## config.mk

```make
export PLATFORM = sky130hd
export DESIGN_NAME = aud_mode_ctrl
export DESIGN_NICKNAME = d
export VERILOG_FILES = /design/src/rtl/aud_mode_ctrl.sv
export SDC_FILE = /design/constraint.sdc
export NUM_CORES = 1
export LEC_CHECK = 0
export ABC_AREA = 1
export CAP_MARGIN = 30
export CORE_MARGIN = 8
export CORE_UTILIZATION = 41
export CTS_CLUSTER_SIZE = 40
export DETAILED_ROUTE_END_ITERATION = 8
export GPL_TIMING_DRIVEN = 1
export HOLD_SLACK_MARGIN = 0.15
export PLACE_DENSITY = 0.76
export SETUP_SLACK_MARGIN = 0.05
export SLEW_MARGIN = 20
export SYNTH_ARGS = -nofsm -noshare
export SYNTH_HDL_FRONTEND = slang
export SYNTH_SLANG_ARGS = --single-unit
export TNS_END_PERCENT = 30
```

## constraint.sdc

```tcl
create_clock -name i_clk -period 1.5 [get_ports i_clk]
set_input_delay 0.3 -clock i_clk [delete_from_list [all_inputs] [get_ports i_clk]]
set_output_delay 0.3 -clock i_clk [all_outputs]
set_load 0.005 [all_outputs]
```

## src/rtl/aud_mode_ctrl.sv

```systemverilog
// aud_mode_ctrl: record/play mode controller for the audio path.
// Decodes single-cycle key pulses into a five-state sequencer, issues
// one-cycle start/pause/stop pulses to the recorder and the player, and
// gives exclusive ownership of the single SRAM port to the active side.
// The last recorded address is tracked so that playback stops by itself
// at the end of the clip.
module aud_mode_ctrl #(
    parameter int                ADDR_W   = 20,
    parameter logic [ADDR_W-1:0] MAX_ADDR = 20'hFFFFF
) (
    input  logic              i_clk,
    input  logic              i_rst,
    input  logic              i_key_record,
    input  logic              i_key_play,
    input  logic              i_key_pause,
    input  logic              i_key_stop,
    input  logic              i_rec_wr_req,
    input  logic [ADDR_W-1:0] i_rec_addr,
    input  logic [15:0]       i_rec_data,
    input  logic              i_play_rd_req,
    input  logic [ADDR_W-1:0] i_play_addr,
    input  logic [15:0]       i_sram_rdata,
    output logic [ADDR_W-1:0] o_sram_addr,
    output logic              o_sram_we_n,
    output logic [15:0]       o_sram_wdata,
    output logic [15:0]       o_play_rdata,
    output logic              o_play_rvalid,
    output logic              o_rec_start,
    output logic              o_rec_pause,
    output logic              o_rec_stop,
    output logic              o_play_start,
    output logic              o_play_pause,
    output logic              o_play_stop,
    output logic [2:0]        o_state,
    output logic [ADDR_W-1:0] o_end_addr,
    output logic              o_end_valid
);

    localparam int DATA_W = 16;

    typedef enum logic [2:0] {
        ST_IDLE       = 3'd0,
        ST_REC        = 3'd1,
        ST_REC_PAUSE  = 3'd2,
        ST_PLAY       = 3'd3,
        ST_PLAY_PAUSE = 3'd4
    } state_t;

    state_t state;

    // SRAM ownership: only the side whose running state is active may
    // touch the port; requests arriving in any other state are dropped.
    logic wr_acc;
    logic rd_acc;
    // End conditions that terminate a session without a key press.
    logic rec_full;
    logic clip_end;
    // Read issued last cycle; its data is on i_sram_rdata now.
    logic rd_vld_p1;

    assign wr_acc   = i_rec_wr_req  && (state == ST_REC);
    assign rd_acc   = i_play_rd_req && (state == ST_PLAY);
    assign rec_full = wr_acc && (i_rec_addr == MAX_ADDR);
    assign clip_end = rd_acc && (i_play_addr == o_end_addr);

    assign o_state = state;

    // Mode sequencer: key decode (stop > pause > record > play), control
    // pulses and end-of-recording bookkeeping, all registered.
    always_ff @(posedge i_clk) begin
        if (i_rst) begin
            state        <= ST_IDLE;
            o_rec_start  <= 1'b0;
            o_rec_pause  <= 1'b0;
            o_rec_stop   <= 1'b0;
            o_play_start <= 1'b0;
            o_play_pause <= 1'b0;
            o_play_stop  <= 1'b0;
            o_end_addr   <= '0;
            o_end_valid  <= 1'b0;
        end else begin
            o_rec_start  <= 1'b0;
            o_rec_pause  <= 1'b0;
            o_rec_stop   <= 1'b0;
            o_play_start <= 1'b0;
            o_play_pause <= 1'b0;
            o_play_stop  <= 1'b0;

            // Every accepted write extends the recording.
            if (wr_acc) begin
                o_end_addr  <= i_rec_addr;
                o_end_valid <= 1'b1;
            end

            case (state)
                ST_IDLE: begin
                    // Stop and pause have nothing to act on here.
                    if (i_key_record) begin
                        state       <= ST_REC;
                        o_rec_start <= 1'b1;
                        o_end_valid <= 1'b0;
                    end else if (i_key_play && o_end_valid) begin
                        state        <= ST_PLAY;
                        o_play_start <= 1'b1;
                    end
                end
                ST_REC: begin
                    // A full memory ends the take even if pause was pressed.
                    if (i_key_stop || rec_full) begin
                        state      <= ST_IDLE;
                        o_rec_stop <= 1'b1;
                    end else if (i_key_pause) begin
                        state       <= ST_REC_PAUSE;
                        o_rec_pause <= 1'b1;
                    end
                end
                ST_REC_PAUSE: begin
                    if (i_key_stop) begin
                        state      <= ST_IDLE;
                        o_rec_stop <= 1'b1;
                    end else if (i_key_pause || i_key_record) begin
                        state       <= ST_REC;
                        o_rec_start <= 1'b1;
                    end
                end
                ST_PLAY: begin
                    // Reaching the last recorded word behaves like stop.
                    if (i_key_stop || clip_end) begin
                        state       <= ST_IDLE;
                        o_play_stop <= 1'b1;
                    end else if (i_key_pause) begin
                        state        <= ST_PLAY_PAUSE;
                        o_play_pause <= 1'b1;
                    end
                end
                ST_PLAY_PAUSE: begin
                    if (i_key_stop) begin
                        state       <= ST_IDLE;
                        o_play_stop <= 1'b1;
                    end else if (i_key_pause || i_key_play) begin
                        state        <= ST_PLAY;
                        o_play_start <= 1'b1;
                    end
                end
                default: begin
                    state <= ST_IDLE;
                end
            endcase
        end
    end

    // SRAM port register: one-cycle write strobe, address held between
    // accesses, write data forced to zero whenever no write is in flight.
    always_ff @(posedge i_clk) begin
        if (i_rst) begin
            o_sram_we_n  <= 1'b1;
            o_sram_addr  <= '0;
            o_sram_wdata <= '0;
        end else begin
            o_sram_we_n  <= !wr_acc;
            o_sram_wdata <= wr_acc ? i_rec_data : {DATA_W{1'b0}};
            if (wr_acc) begin
                o_sram_addr <= i_rec_addr;
            end else if (rd_acc) begin
                o_sram_addr <= i_play_addr;
            end
        end
    end

    // Read return path: address goes out at p1, data is captured from the
    // SRAM and presented to the player one cycle later.
    always_ff @(posedge i_clk) begin
        if (i_rst) begin
            rd_vld_p1     <= 1'b0;
            o_play_rvalid <= 1'b0;
            o_play_rdata  <= '0;
        end else begin
            // ---- stage p1: address registered on the SRAM pins ----
            rd_vld_p1     <= rd_acc;
            // ---- stage p2: SRAM data captured for the player ----
            o_play_rvalid <= rd_vld_p1;
            if (rd_vld_p1) begin
                o_play_rdata <= i_sram_rdata;
            end
        end
    end

endmodule

```

==> results by group, run 1 <==
Floorplanning
  • Die X-Extent: 108 µm
  • Core ar.: 0.00822 mm²
  • Initial core utilization: 42.1%
  • Die area: 0.0116 mm²
  • FP Rows: 33
  • Die height: 108 µm
  • Ports: 164

Timing
  • Setup violators final: 0
  • Worst setup margin: 0.0710 ns
  • Relative slew slack: 64.9%
  • Worst clock skew: 0.0116 ns
  • Worst-margin pin slew: 0.526 ns
  • Slew Limit Fails: 0
  • Total negative slack: 0 ns
  • Final Hold Fails: 0
  • Min cycle time layout: 1.43 ns
  • Unrepaired setup endpoints after global routing: true
  • Final Cycle Share: 95.3%
  • FMAX: about 0.7 GHz

Finish
  • Final nets: 772
  • Antenna cells: 0
  • Ratio of cells with drive above 1 in the final layout: between 10% and 20%
  • Area Growth Syn to Fin: 67.7%
  • Fin util: just over 70%

Clocking
  • CTS root buf: clkbuf_8
  • Inserted Clock Buffers: 9
  • Clock slew at reported path FFs: ~0.08 ns
  • H-tree Lvls: 3
  • # clock sinks: 85
  • CTS tree: done
  • Clock Latency Late Sink: 0.36 ns
  • Clock buffer depth: 2

Global routing
  • Total GRT Usage: 19.3%
  • Antenna violations before repair: 0
  • Vias in the first global route: 3702
  • Gr ovfl total: 0
  • Pin count of the biggest net entering global routing: 46
  • First-pass GRT wire length: 17700 µm

Yosys
  • Cells after Synth: 502
  • Yosys warning count: 0
  • Post-synth net total: 582
  • Unique masters post-synth: 25
  • Seq/Total Area, Yosys: 49.2%
  • Cell Area, Synth: between 0.003 and 0.004 mm²
  • Synthesized flop and latch total: 85
  • Avg Cell Area, Syn: 6.90 µm²

Min path
  • Hold path cells: 3
  • HP Class: input pin to flop

Route
  • WL/cell: 14.8 µm
  • Total wire length: 11900 µm
  • Via count: roughly 3800
  • Remaining antenna violation count after routing: 0
  • DRT Pass-1 Iters: 4
  • Vias per cell: 4.72
  • Iteration-0 DRC Markers: around 140
  • DRC Markers: 0

Setup path
  • Worst setup SP type: flop
  • Crit Path Class: flop to flop
  • Worst path required time: about 1.8 ns
  • Critical Path Sink Type: flop
  • Critical Path Fanout Max: 3
  • Arr. time, crit path: 1.68 ns
  • Reg2Reg Depth: 11

Placement
  • Routability Congestion: 0.887
  • Pre-CTS setup slack: -0.383 ns
  • Dpl hpwl: 8660 µm
  • IO buf count: about 160

Run
  • Maxcap violations: 0

Run status
  • Status: completed

Power and ir drop
  • Pwr per Cell Area: 1100 mW/mm²
  • Leakage: 0.00304 µW
  • Worst vdd ir: approximately 0.7 mV
final cells by class:
| class | count | area [µm²] |
|---|---|---|
| fill | 702 | 2410 |
| timing repair buffer | 197 | 1900 |
| sequential | 85 | 1740 |
| multi-input combinational | 338 | 1620 |
| inverter | 61 | 234 |
| tap | 105 | 131 |
| clock buffer | 9 | 124 |
| clock inverter | 7 | 56.3 |
timing repair:
| action | in CTS | in global routing |
|---|---|---|
| hold buffers | 0 | 0 |
| setup buffers | 7 | 1 |
| pin swaps | 0 | 24 |
| resized for setup | 111 | 73 |
| cloned | 0 | 2 |
| endpoints found under the setup margin | 91 | 42 |
synth_stat cells (all sizes together):
master / number / area (µm²)
a21oi: 24 / 120
a31oi: 21 / 131
buf: 9 / 48.8
clkbuf: 9 / 33.8
clkinv: 1 / 3.75
dfxtp: 85 / 1700
inv: 60 / 225
nand2: 156 / 601
nand3: 6 / 35.0
nand3b: 3 / 22.5
nand4: 1 / 6.26
nor2: 103 / 399
nor3: 1 / 5.00
o21a: 1 / 7.51
o21ai: 19 / 95.1
xnor2: 2 / 17.5
xor2: 1 / 8.76
per-layer routing:
layer,wire length (µm),vias up,GRT usage [%]
met4,225,0,7.33
met5,0,-,0
met3,1100,17,7.13
met2,5970,132,33.2
met1,4580,1708,21.0
li1,-,1927,-
critical path, cell delays in order, from the launching register on:
cell      delay, ns
dfxtp_2        0.35
inv_2          0.06
nor2_4         0.10
nand2_2        0.08
nor2_4         0.14
nand2_1        0.08
nor2_2         0.10
nand3_2        0.14
nand3b_1       0.14
nand2_1        0.06
nand2_1        0.05
nor2_1         0.04
kinds of logic after synthesis:
| family | synth area share, % |
|---|---|
| AO/OA/AOI/OAI | 10.2 |
| XOR/XNOR | 0.759 |
| buffers and inverters | 9.00 |
| flip-flops | 49.2 |
| AND/OR/NAND/NOR | 30.9 |
flip-flops by register name, summed over array words and instances, names as in the netlist, 3 cells and up:
name / flops
o_play_rdata: 16
o_end_addr: 20
o_state: 3
o_sram_wdata: 16
o_sram_addr: 20
worst paths after layout:
kind / slack [ns] / start / endpoint
setup / recovery: 0.07 / o_state[0]$_SDFFE_PP0P_ / o_state[2]$_SDFFE_PP0P_
hold / removal: 0.26 / i_rec_addr[8] / o_end_addr[8]$_SDFFE_PP0P_
setup reg to reg: 0.07 / o_state[0]$_SDFFE_PP0P_ / o_state[2]$_SDFFE_PP0P_
hold reg to reg: 0.48 / o_sram_addr[19]$_SDFFE_PP0P_ / o_sram_addr[19]$_SDFFE_PP0P_
cells in the final DEF (no fill, tap or decap), types with 4 or more instances in the layout:
cell type        netlist  final
dfxtp_1               85     61
inv_1                 56     54
nor2_4                 1      4
a21oi_1               24     24
nor2_2                 2     11
a31oi_1               21     19
nand2_2                3     20
inv_2                  4      4
clkdlybuf4s50_1        0     59
dlygate4sd2_1          0     84
o21ai_0               19     19
buf_4                  2     27
nand2_1              152    130
dlymetal6s2s_1         0     19
clkbuf_8               0      9
inv_6                  0      4
nand2_4                1      6
dfxtp_2                0     22
nor2_1               100     88
where the power goes:
part	internal (µW)	total, µW	switching [µW]
clock network	625	1500	878
logic	1080	2150	1070
registers	2560	2760	194
stage by stage:
step	instances	total power (µW)	hold slack (ns)	area [µm²]
final	802	6410	0.256	5800
after global routing	802	6800	0.275	5800
after floorplan	502	3630	0.412	3460
after CTS	800	6190	0.434	5530
after detailed placement	777	4820	0.468	5360
after global placement	777	4790	0.462	5360
(Power assumes the default switching activity.)
==> inputs of run 2 (changes only) <==
- clock period: 1.5 -> 1.6 ns (I/O delays scaled with it)
==> run 2 against run 1 <==
  * Non-clock buffer count down 6
  * Wire length hardly changed
  * Core utilization fell by 1.5 points
  * Worst setup slack worse by 0.013 ns
  * Cell count shrank 0.75%
  * Flip-flop and latch count stayed put
  * Die area stayed put
  * Combinational power down 9.3%
  * Count of clock-buffer cells in the layout unchanged
  * Critical path type is now flop to primary output
  * Critical endpoint is now o_end_addr[5]
==> results by group, run 2 (synthesis results as in run 1) <==
Clocking
  • Inserted Clock Buffers: 9
  • Clock buffer depth: 2
  • Clock Latency Late Sink: ~0.35 ns
  • H-tree Lvls: 3
  • Clock slew at reported path FFs: 0.09 ns
  • # clock sinks: 85
  • CTS root buf: clkbuf_8
  • Post-CTS Hold Buffers: 0
  • CTS tree: done

Timing
  • Final Cycle Share: 96.4%
  • Worst-margin pin slew: 0.529 ns
  • Unrepaired setup endpoints after global routing: true
  • Relative slew slack: 64.7%
  • Worst setup margin: 0.0577 ns
  • Final Hold Fails: 0
  • Slew Limit Fails: 0
  • Worst clock skew: 0.0105 ns
  • Min cycle time layout: 1.54 ns
  • FMAX: 0.648 GHz
  • Setup violators final: 0

Route
  • DR top layer: met4
  • WL met1: 4650 µm
  • Via count: ~3800
  • Iteration-0 DRC Markers: 195
  • WL/cell: 14.9 µm
  • Vias per cell: between 4 and 5
  • DRT Pass-1 Iters: 5
  • Routed met2 length: about 6000 µm
  • DRC Markers: 0
  • Total wire length: 11900 µm
  • Remaining antenna violation count after routing: 0
  • Met3 routed WL: ~1000 µm

Finish
  • Non-filler instance count after layout: 796
  • Register area: roughly 0.0017 mm²
  • Number of fill cells in the layout: 686
  • Area Growth Syn to Fin: 64.1%
  • Most common cell after layout, fill and taps aside: nand2_1
  • Ratio of cells with drive above 1 in the final layout: 13.3%
  • Commonest cells after routing, fill and taps aside: nand2_1 (149), clkdlybuf4s50_1 (134), nor2_1 (88)
  • Antenna cells: 0
  • Final nets: about 770
  • Largest regs: o_end_addr (20), o_sram_addr (20)
  • Multi-input gate area: 0.00151 mm²

Run
  • Maxcap violations: 0

Floorplanning
  • FP Rows: 33
  • Die area: 0.0116 mm²
  • Initial core utilization: 42.1%
  • Die X-Extent: 108 µm
  • Core ar.: between 0.008 and 0.009 mm²
  • Die height: 108 µm
  • Ports: 164

Setup path
  • Critical path depth: 1
  • Arr. time, crit path: 1.22 ns
  • Worst setup SP type: flop
  • CP delay by family, top: buffers and inverters
  • Max stage delay on crit path: 0.52 ns
  • Critical Path Fanout Max: 3
  • Slowest-stage cell, CP: clkdlybuf4s50_1
  • CP Buf/Inv Count: 1
  • Crit Path Class: flop to primary output
  • Critical Path Sink Type: primary output
  • CP Cell Sequence: clkdlybuf4s50_1
  • Reg2Reg Depth: 10
  • Worst path required time: roughly 1.3 ns

Power and ir drop
  • Leakage: around 0.0027 µW
  • Pwr per Cell Area: approximately 1000 mW/mm²
  • Worst vdd ir: just under 0.6 mV

Global routing
  • Antenna violations before repair: 0
  • Gr ovfl total: 0
  • Vias in the first global route: 3685
  • Pin count of the biggest net entering global routing: 46
  • Total GRT Usage: between 10% and 20%
  • First-pass GRT wire length: 17800 µm

Min path
  • HP Class: input pin to flop
  • Hold path cells: 3

Run status
  • Status: completed

Placement
  • Routability Congestion: 0.938
  • Dpl hpwl: ~9000 µm
  • Placed insts: 773
  • IO buf count: 163
  • Pre-CTS setup slack: -0.348 ns
[run 2: report_power, final]
part	total, µW	switching [µW]	leakage, µW	internal, µW
clock network	1370	808	0.0000816	566
logic	1950	934	0.00195	1020
registers	2560	170	0.000697	2400
total	5890	1910	0.00273	3980
[run 2: cell type report]
type / instances / share of cell area [%]
clock buffer: 9 / 2.18
clock inverter: 7 / 0.881
inverter: 61 / 4.03
multi-input combinational: 338 / 26.5
sequential: 85 / 30.4
tap: 105 / 2.31
timing repair buffer: 191 / 33.7
[run 2: metrics by stage]
stage               util [%]  power, µW  TNS (ns)  cell area [µm²]  hold slack [ns]
detailed placement      64.9       4500     -3.45             5330            0.469
global route            69.1       6240   -0.0738             5680            0.302
finish                  69.1       5890         0             5680            0.305
global placement        64.9       4460     -2.73             5330            0.462
CTS                     67.1       5840         0             5510            0.470
floorplan                  -       3400         0             3460            0.432
[run 2: worst paths after layout]
| check | start | endpoint | slack [ns] |
|---|---|---|---|
| min | i_play_addr[7] | o_sram_addr[7]$_SDFFE_PP0P_ | 0.31 |
| min reg2reg | o_sram_addr[4]$_SDFFE_PP0P_ | o_sram_addr[4]$_SDFFE_PP0P_ | 0.48 |
| max | o_end_addr[5]$_SDFFE_PP0P_ | o_end_addr[5] | 0.06 |
| max reg2reg | o_state[0]$_SDFFE_PP0P_ | o_play_pause$_SDFF_PP0_ | 0.13 |
[run 2: layer usage]
layer,up-vias,global-route usage [%]
met3,13,6.89
met1,1748,20.9
met2,135,33.8
met4,0,7.04
li1,1908,-
met5,-,0
[run 2: timing repair]
| action | CTS | global route |
|---|---|---|
| pin swaps | 0 | 5 |
| endpoints found under the hold margin | 0 | 0 |
| buffers inserted | 1 | 6 |
| setup endpoints to repair | 31 | 74 |
| resized for setup | 14 | 52 |
| cloned | 0 | 0 |
